$ cat src/rtl/hazard_pkg.sv
// hazard_pkg: opcodes, forwarding selects, FSM states and operand-use decode for hazard_ctrl
package hazard_pkg;
  localparam logic [6:0] OP_LUI   = 7'b0110111;
  localparam logic [6:0] OP_AUIPC = 7'b0010111;
  localparam logic [6:0] OP_JAL   = 7'b1101111;
  localparam logic [6:0] OP_R     = 7'b0110011;
  localparam logic [6:0] OP_S     = 7'b0100011;
  localparam logic [6:0] OP_B     = 7'b1100011;
  localparam logic [1:0] FWD_RF  = 2'b00;
  localparam logic [1:0] FWD_WB  = 2'b01;
  localparam logic [1:0] FWD_MEM = 2'b10;
  typedef enum logic [1:0] {RUN = 2'd0, DMISS = 2'd1, IMISS = 2'd2, IMISS_DROP = 2'd3} state_t;
  function automatic logic uses_rs1(input logic [6:0] op);
    return !(op == OP_LUI || op == OP_AUIPC || op == OP_JAL);
  endfunction
  function automatic logic uses_rs2(input logic [6:0] op);
    return op == OP_R || op == OP_S || op == OP_B;
  endfunction
endpackage

$ cat src/rtl/sat_counter.sv
// sat_counter: saturating event counter with synchronous clear (clk, rst, clr, inc -> cnt)
module sat_counter #(
  parameter int CNT_W = 32
) (
  input  logic             clk,
  input  logic             rst,
  input  logic             clr,
  input  logic             inc,
  output logic [CNT_W-1:0] cnt
);
  always_ff @(posedge clk)
    cnt <= rst || clr ? '0 : inc && cnt != '1 ? cnt + CNT_W'(1) : cnt;
endmodule

$ cat src/rtl/hazard_ctrl.sv
// hazard_ctrl: prioritised stall/flush/bubble control, operand forwarding selects and per-cause stall counters
module hazard_ctrl
  import hazard_pkg::*;
#(
  parameter int REG_ADDR_W = 5,
  parameter bit FWD_EN     = 1'b1,
  parameter int CNT_W      = 32
) (
  input  logic                  i_clk,
  input  logic                  i_rst,
  input  logic                  i_id_valid,
  input  logic [6:0]            i_id_opcode,
  input  logic [REG_ADDR_W-1:0] i_id_rs1,
  input  logic [REG_ADDR_W-1:0] i_id_rs2,
  input  logic [REG_ADDR_W-1:0] i_ex_rs1,
  input  logic [REG_ADDR_W-1:0] i_ex_rs2,
  input  logic [REG_ADDR_W-1:0] i_ex_rd,
  input  logic                  i_ex_regwrite,
  input  logic                  i_ex_memread,
  input  logic [REG_ADDR_W-1:0] i_mem_rd,
  input  logic                  i_mem_regwrite,
  input  logic [REG_ADDR_W-1:0] i_wb_rd,
  input  logic                  i_wb_regwrite,
  input  logic                  i_ex_redirect,
  input  logic                  i_imem_ren,
  input  logic                  i_imem_ready,
  input  logic                  i_dmem_req,
  input  logic                  i_dmem_ready,
  input  logic                  i_cnt_clr,
  output logic                  o_pc_en,
  output logic                  o_if_id_en,
  output logic                  o_id_ex_en,
  output logic                  o_ex_mem_en,
  output logic                  o_mem_wb_en,
  output logic                  o_if_flush,
  output logic                  o_id_bubble,
  output logic [1:0]            o_fwd_rs1,
  output logic [1:0]            o_fwd_rs2,
  output logic [CNT_W-1:0]      o_cnt_dcache,
  output logic [CNT_W-1:0]      o_cnt_icache,
  output logic [CNT_W-1:0]      o_cnt_load_use
);
  state_t state;
  logic u1, u2, b1, b2, load_use, raw_stall, d_stall, i_stall, drop;
  logic c_d, c_r, c_dr, c_i, c_h;
  function automatic logic hit(input logic [REG_ADDR_W-1:0] rd, input logic [REG_ADDR_W-1:0] rs);
    return rd == rs && rd != '0;
  endfunction
  assign u1 = uses_rs1(i_id_opcode);
  assign u2 = uses_rs2(i_id_opcode);
  assign b1 = i_ex_regwrite && hit(i_ex_rd, i_id_rs1) || i_mem_regwrite && hit(i_mem_rd, i_id_rs1);
  assign b2 = i_ex_regwrite && hit(i_ex_rd, i_id_rs2) || i_mem_regwrite && hit(i_mem_rd, i_id_rs2);
  assign load_use = i_id_valid && i_ex_memread && (u1 && hit(i_ex_rd, i_id_rs1) || u2 && hit(i_ex_rd, i_id_rs2));
  assign raw_stall = !FWD_EN && i_id_valid && (u1 && b1 || u2 && b2);
  assign d_stall = i_dmem_req && !i_dmem_ready;
  assign i_stall = i_imem_ren && !i_imem_ready;
  assign drop = state == IMISS_DROP;
  assign c_d  = d_stall;
  assign c_r  = !c_d && i_ex_redirect;
  assign c_dr = !c_d && !c_r && drop && i_imem_ready;
  assign c_i  = !c_d && !c_r && (i_stall || drop && !i_imem_ready);
  assign c_h  = !c_d && !c_r && !c_dr && !c_i && (load_use || raw_stall);
  assign o_pc_en     = !i_rst && !c_d && !c_dr && !c_i && !c_h;
  assign o_if_id_en  = !i_rst && !c_d && !c_i && !c_h;
  assign o_id_ex_en  = !i_rst && !c_d;
  assign o_ex_mem_en = !i_rst && !c_d;
  assign o_mem_wb_en = !i_rst && !c_d;
  assign o_if_flush  = i_rst || c_r || c_dr;
  assign o_id_bubble = i_rst || c_r || c_i || c_h;
  assign o_fwd_rs1 = i_rst || !FWD_EN ? FWD_RF : i_mem_regwrite && hit(i_mem_rd, i_ex_rs1) ? FWD_MEM :
                     i_wb_regwrite && hit(i_wb_rd, i_ex_rs1) ? FWD_WB : FWD_RF;
  assign o_fwd_rs2 = i_rst || !FWD_EN ? FWD_RF : i_mem_regwrite && hit(i_mem_rd, i_ex_rs2) ? FWD_MEM :
                     i_wb_regwrite && hit(i_wb_rd, i_ex_rs2) ? FWD_WB : FWD_RF;
  always_ff @(posedge i_clk)
    if (i_rst) state <= RUN;
    else
      case (state)
        RUN:     state <= d_stall ? DMISS : i_stall ? (i_ex_redirect ? IMISS_DROP : IMISS) : RUN;
        DMISS:   state <= i_dmem_ready ? RUN : DMISS;
        IMISS:   state <= i_ex_redirect && !d_stall ? IMISS_DROP : i_imem_ready ? RUN : IMISS;
        default: state <= i_imem_ready ? RUN : IMISS_DROP;
      endcase
  sat_counter #(.CNT_W(CNT_W)) u_cnt_d (.clk(i_clk), .rst(i_rst), .clr(i_cnt_clr), .inc(c_d), .cnt(o_cnt_dcache));
  sat_counter #(.CNT_W(CNT_W)) u_cnt_i (.clk(i_clk), .rst(i_rst), .clr(i_cnt_clr), .inc(c_i), .cnt(o_cnt_icache));
  sat_counter #(.CNT_W(CNT_W)) u_cnt_h (.clk(i_clk), .rst(i_rst), .clr(i_cnt_clr), .inc(c_h), .cnt(o_cnt_load_use));
endmodule

$ cat config.mk
export PLATFORM = sky130hd
export DESIGN_NAME = hazard_ctrl
export DESIGN_NICKNAME = d
export VERILOG_FILES = /design/src/rtl/hazard_pkg.sv /design/src/rtl/sat_counter.sv /design/src/rtl/hazard_ctrl.sv
export SDC_FILE = /design/constraint.sdc
export NUM_CORES = 1
export LEC_CHECK = 0
export BUFFER_PORTS_ARGS = -buffer_cell sky130_fd_sc_hd__buf_2
export CORE_MARGIN = 2
export CORE_UTILIZATION = 57
export CTS_CLUSTER_DIAMETER = 40
export DETAILED_ROUTE_END_ITERATION = 16
export GPL_TIMING_DRIVEN = 0
export PLACE_DENSITY = 0.87
export SLEW_MARGIN = 20
export SYNTH_ARGS = -nofsm -noshare
export SYNTH_HDL_FRONTEND = slang
export SYNTH_SLANG_ARGS = --single-unit
export TNS_END_PERCENT = 20
$ cat constraint.sdc
create_clock -name i_clk -period 6.4 [get_ports i_clk]
set_clock_uncertainty 0.2 [all_clocks]
set_input_delay 1.28 -clock i_clk [delete_from_list [all_inputs] [get_ports i_clk]]
set_output_delay 1.28 -clock i_clk [all_outputs]
set_load 0.05 [all_outputs]
==> flow_summary.ini <==
[run_status]
status = finished clean

[die]
initial_utilization_pct = 58.0
ios = 162
floorplan.rows = 36
core-area_um2 = 9680
dieWidth_um = 103
die-area_um2 = 10700
die_y_um = 103

[worst_setup_path]
arrival_time_at_the_worst_endpoint_ns = 3.48
cp_data_required_time_ns = 4.92
regToRegEndpoint = u_cnt_h.cnt[30]$_SDFFE_PP0P_
start_kind = primary input
worstSetupPathType = in2out
path_max_fanout = 10
r2r_slack_ns = 3.64
crit_path_end_kind = output pin
crit-reg2reg-launch = u_cnt_h.cnt[0]$_SDFFE_PP0P_
ff2ff_path_depth = 8

[yosys]
synth.area.mux_share_pct = 2.32
synth_enable_flop_cells = 0
synth.avg_cell_area_um2 = 8.01
synth.yosys.seq_area_share_pct = 34.9
synthesis.yosys.warnings = 0
post_synth_and_or_nand_nor_area_fraction_pct = 37.6
flip_flop_and_latch_count_after_synthesis = 98
synthFlopType = sky130_fd_sc_hd__dfxtp_1
synthesized_net_count = 759
syn_inst = 701
synth-compound-area-share_pct = 8.42
yosys.area_share.xor_xnor_pct = 12.5
synth_cell_types = 49
async_reset_ff_share_pct = 0
largest_family_of_logic_cells_by_synthesized_area = simple AND/OR/NAND/NOR gates
syn-cell-area_um2 = 5620
synth_area_in_adders_pct = 0.668

[global_routing]
overflow = 0
globalRouteTotalUtil_pct = 30.8
maximum_number_of_pins_on_one_net_before_global_route_repair = 17
number_of_global_route_vias_before_repair = 5564
grt_pass1_wl_um = 26100
grt_antenna_before_repair = 0

[sta]
fmax_ghz = 0.202
finalCriticalPeriod_ns = 4.96
timing_worst_slew_pin_value_ns = 0.763
tns_ns = 0
finalHoldWorstSlack_ns = 0.287
slew-limit-headroom_pct = 48.8
final-setup-viol-count = 0
finalCritPeriodShare_pct = 77.5
hold_viol_final = 0
grt_setup_unrepaired = no
finalMaxSlewViolations = 0

[cts]
tritoncts.num_buffers = 9
ctsLongestPathBuffers = 2
cts_resized = 0
cts_tree = yes
root_buffer = sky130_fd_sc_hd__clkbuf_8
cts_sinks = 98
clkLatencyLatePin_ns = 0.38
number_of_buffers_added_to_fix_hold_violations_after_cts = 0
clock_pin_slew_reported_for_the_worst_setup_and_hold_paths_after_clock_tree_synthesis_ns = 0.09
clock_tree.htree_level_count = 3
post-cts-setup-buffers = 0

[route]
dr.pass1.iters = 8
vias = 6092
initialDrtViolationCount = 380
route.antenna.remaining_nets = 0
via_per_inst = 6.03
routed_wire_length_per_instance_um = 16.6
finalWirelength_um = 16700
drc_errors = 0

[cells_and_area]
flow.area_growth_from_synthesis_pct = 21.5
drive_gt1_share_pct = 22.2
layout.cells.most_common_list = 163 x sky130_fd_sc_hd__buf_2, 98 x sky130_fd_sc_hd__dfxtp_1, 79 x sky130_fd_sc_hd__nor2_1
n_antenna_cell = 0
most_common_cell_after_layout_fill_and_taps_aside = sky130_fd_sc_hd__buf_2
finish.net_count = 930

[power_and_ir_drop]
power_density_nw_per_um2 = 178
vdd.ir_drop.worst_uv = 106
static-leakage-power_uw = 0.00248

[place]
place_hpwl_um = 12400
gp_congestion = 0.933
port_buffers = 160

[worst_hold_path]
min_delay_path_depth = 2
hold_end = u_cnt_h.cnt[23]$_SDFFE_PP0P_
worst_hold_check_path_type = reg2reg
hold_path.startpoint = u_cnt_h.cnt[23]$_SDFFE_PP0P_

[flow_run]
cap_viol_max_count = 0
-- per-stage QoR --
stage	utilization, %	cells	total power, µW	area [µm²]	setup WS (ns)
6_report	70.5	1010	1210	6820	1.44
2_1_floorplan	-	701	690	5620	1.17
5_1_grt	70.5	1010	1250	6820	1.36
4_1_cts	70.5	1010	1210	6820	1.48
3_5_place_dp	68.0	994	735	6580	1.50
3_3_place_gp	68.0	994	731	6580	1.58
-- cells by family (layout without fill, tap and decap cells) --
family                   after synthesis  after routing
AO/OA/AOI/OAI                         77             77
adder cells (fa/ha/maj)                3              3
AND/OR/NAND/NOR                      386            386
flip-flops                            98             98
multiplexers                          13             13
XOR/XNOR                              80             80
buffers and inverters                 44            220
-- Yosys cell counts, types with 14 or more instances --
library cell	n	area [µm²]
sky130_fd_sc_hd__nand2_1	72	270
sky130_fd_sc_hd__a21oi_1	29	145
sky130_fd_sc_hd__or3_1	20	125
sky130_fd_sc_hd__nor4_1	29	181
sky130_fd_sc_hd__nor2_1	79	297
sky130_fd_sc_hd__dfxtp_1	98	1960
sky130_fd_sc_hd__o31ai_1	17	128
sky130_fd_sc_hd__and3_1	14	87.6
sky130_fd_sc_hd__nor3_1	29	145
sky130_fd_sc_hd__xor2_1	24	210
sky130_fd_sc_hd__clkbuf_1	23	86.3
sky130_fd_sc_hd__nand4_1	35	219
sky130_fd_sc_hd__xnor2_1	56	490
sky130_fd_sc_hd__nand3_1	37	185
sky130_fd_sc_hd__or4_1	27	203
-- worst max-delay path by stage --
stage                           start           end
after detailed placement   i_ex_rd[0]       o_pc_en
after CTS                  i_ex_rd[0]       o_pc_en
after global routing       i_dmem_req       o_pc_en
final                      i_ex_rd[0]       o_pc_en
after global placement     i_ex_rd[0]       o_pc_en
after floorplan           i_mem_rd[0]  o_fwd_rs1[0]
-- report_power, final --
part | switching (µW) | leakage (µW) | internal, µW
Clock | 229 | 0.000121 | 261
Sequential | 2.07 | 0.000789 | 611
Combinational | 71.2 | 0.00157 | 39.0
Total | 302 | 0.00248 | 911
-- area by class of cell --
type                            count  area [µm²]
Clock buffer                       10         128
Buffer                             32         158
Clock inverter                      6         113
Tap cell                          133         166
Sequential cell                    98        1960
Fill cell                         806        2860
Timing Repair Buffer              160         801
Multi-Input combinational cell    559        3450
Inverter                           12        45.0
-- worst max-delay path: stages --
cell                       delay [ns]
sky130_fd_sc_hd__buf_2           0.13
sky130_fd_sc_hd__xnor2_1         0.29
sky130_fd_sc_hd__nand2_1         0.10
sky130_fd_sc_hd__a311oi_1        0.65
sky130_fd_sc_hd__o21ai_2         0.27
sky130_fd_sc_hd__buf_6           0.21
sky130_fd_sc_hd__and3_1          0.16
sky130_fd_sc_hd__nor2b_1         0.13
sky130_fd_sc_hd__buf_2           0.23
-- sequential cells by signal, summed over array words and instances, names as in the netlist --
signal,cells
u_cnt_h.cnt,32
u_cnt_i.cnt,32
state,2
u_cnt_d.cnt,32
-- metal layers --
layer  up-vias  routed length [µm]  share of wire, %  track usage [%]
met5         -                   0                 0                0
met4         0                 414               2.5             11.4
met3        39                1330               8.0             5.24
met2       303                7990                48             51.4
met1      2861                7010                42             40.2
li1       2889                   -                 -                -
Note: power is estimated with default switching activity, not from simulation.
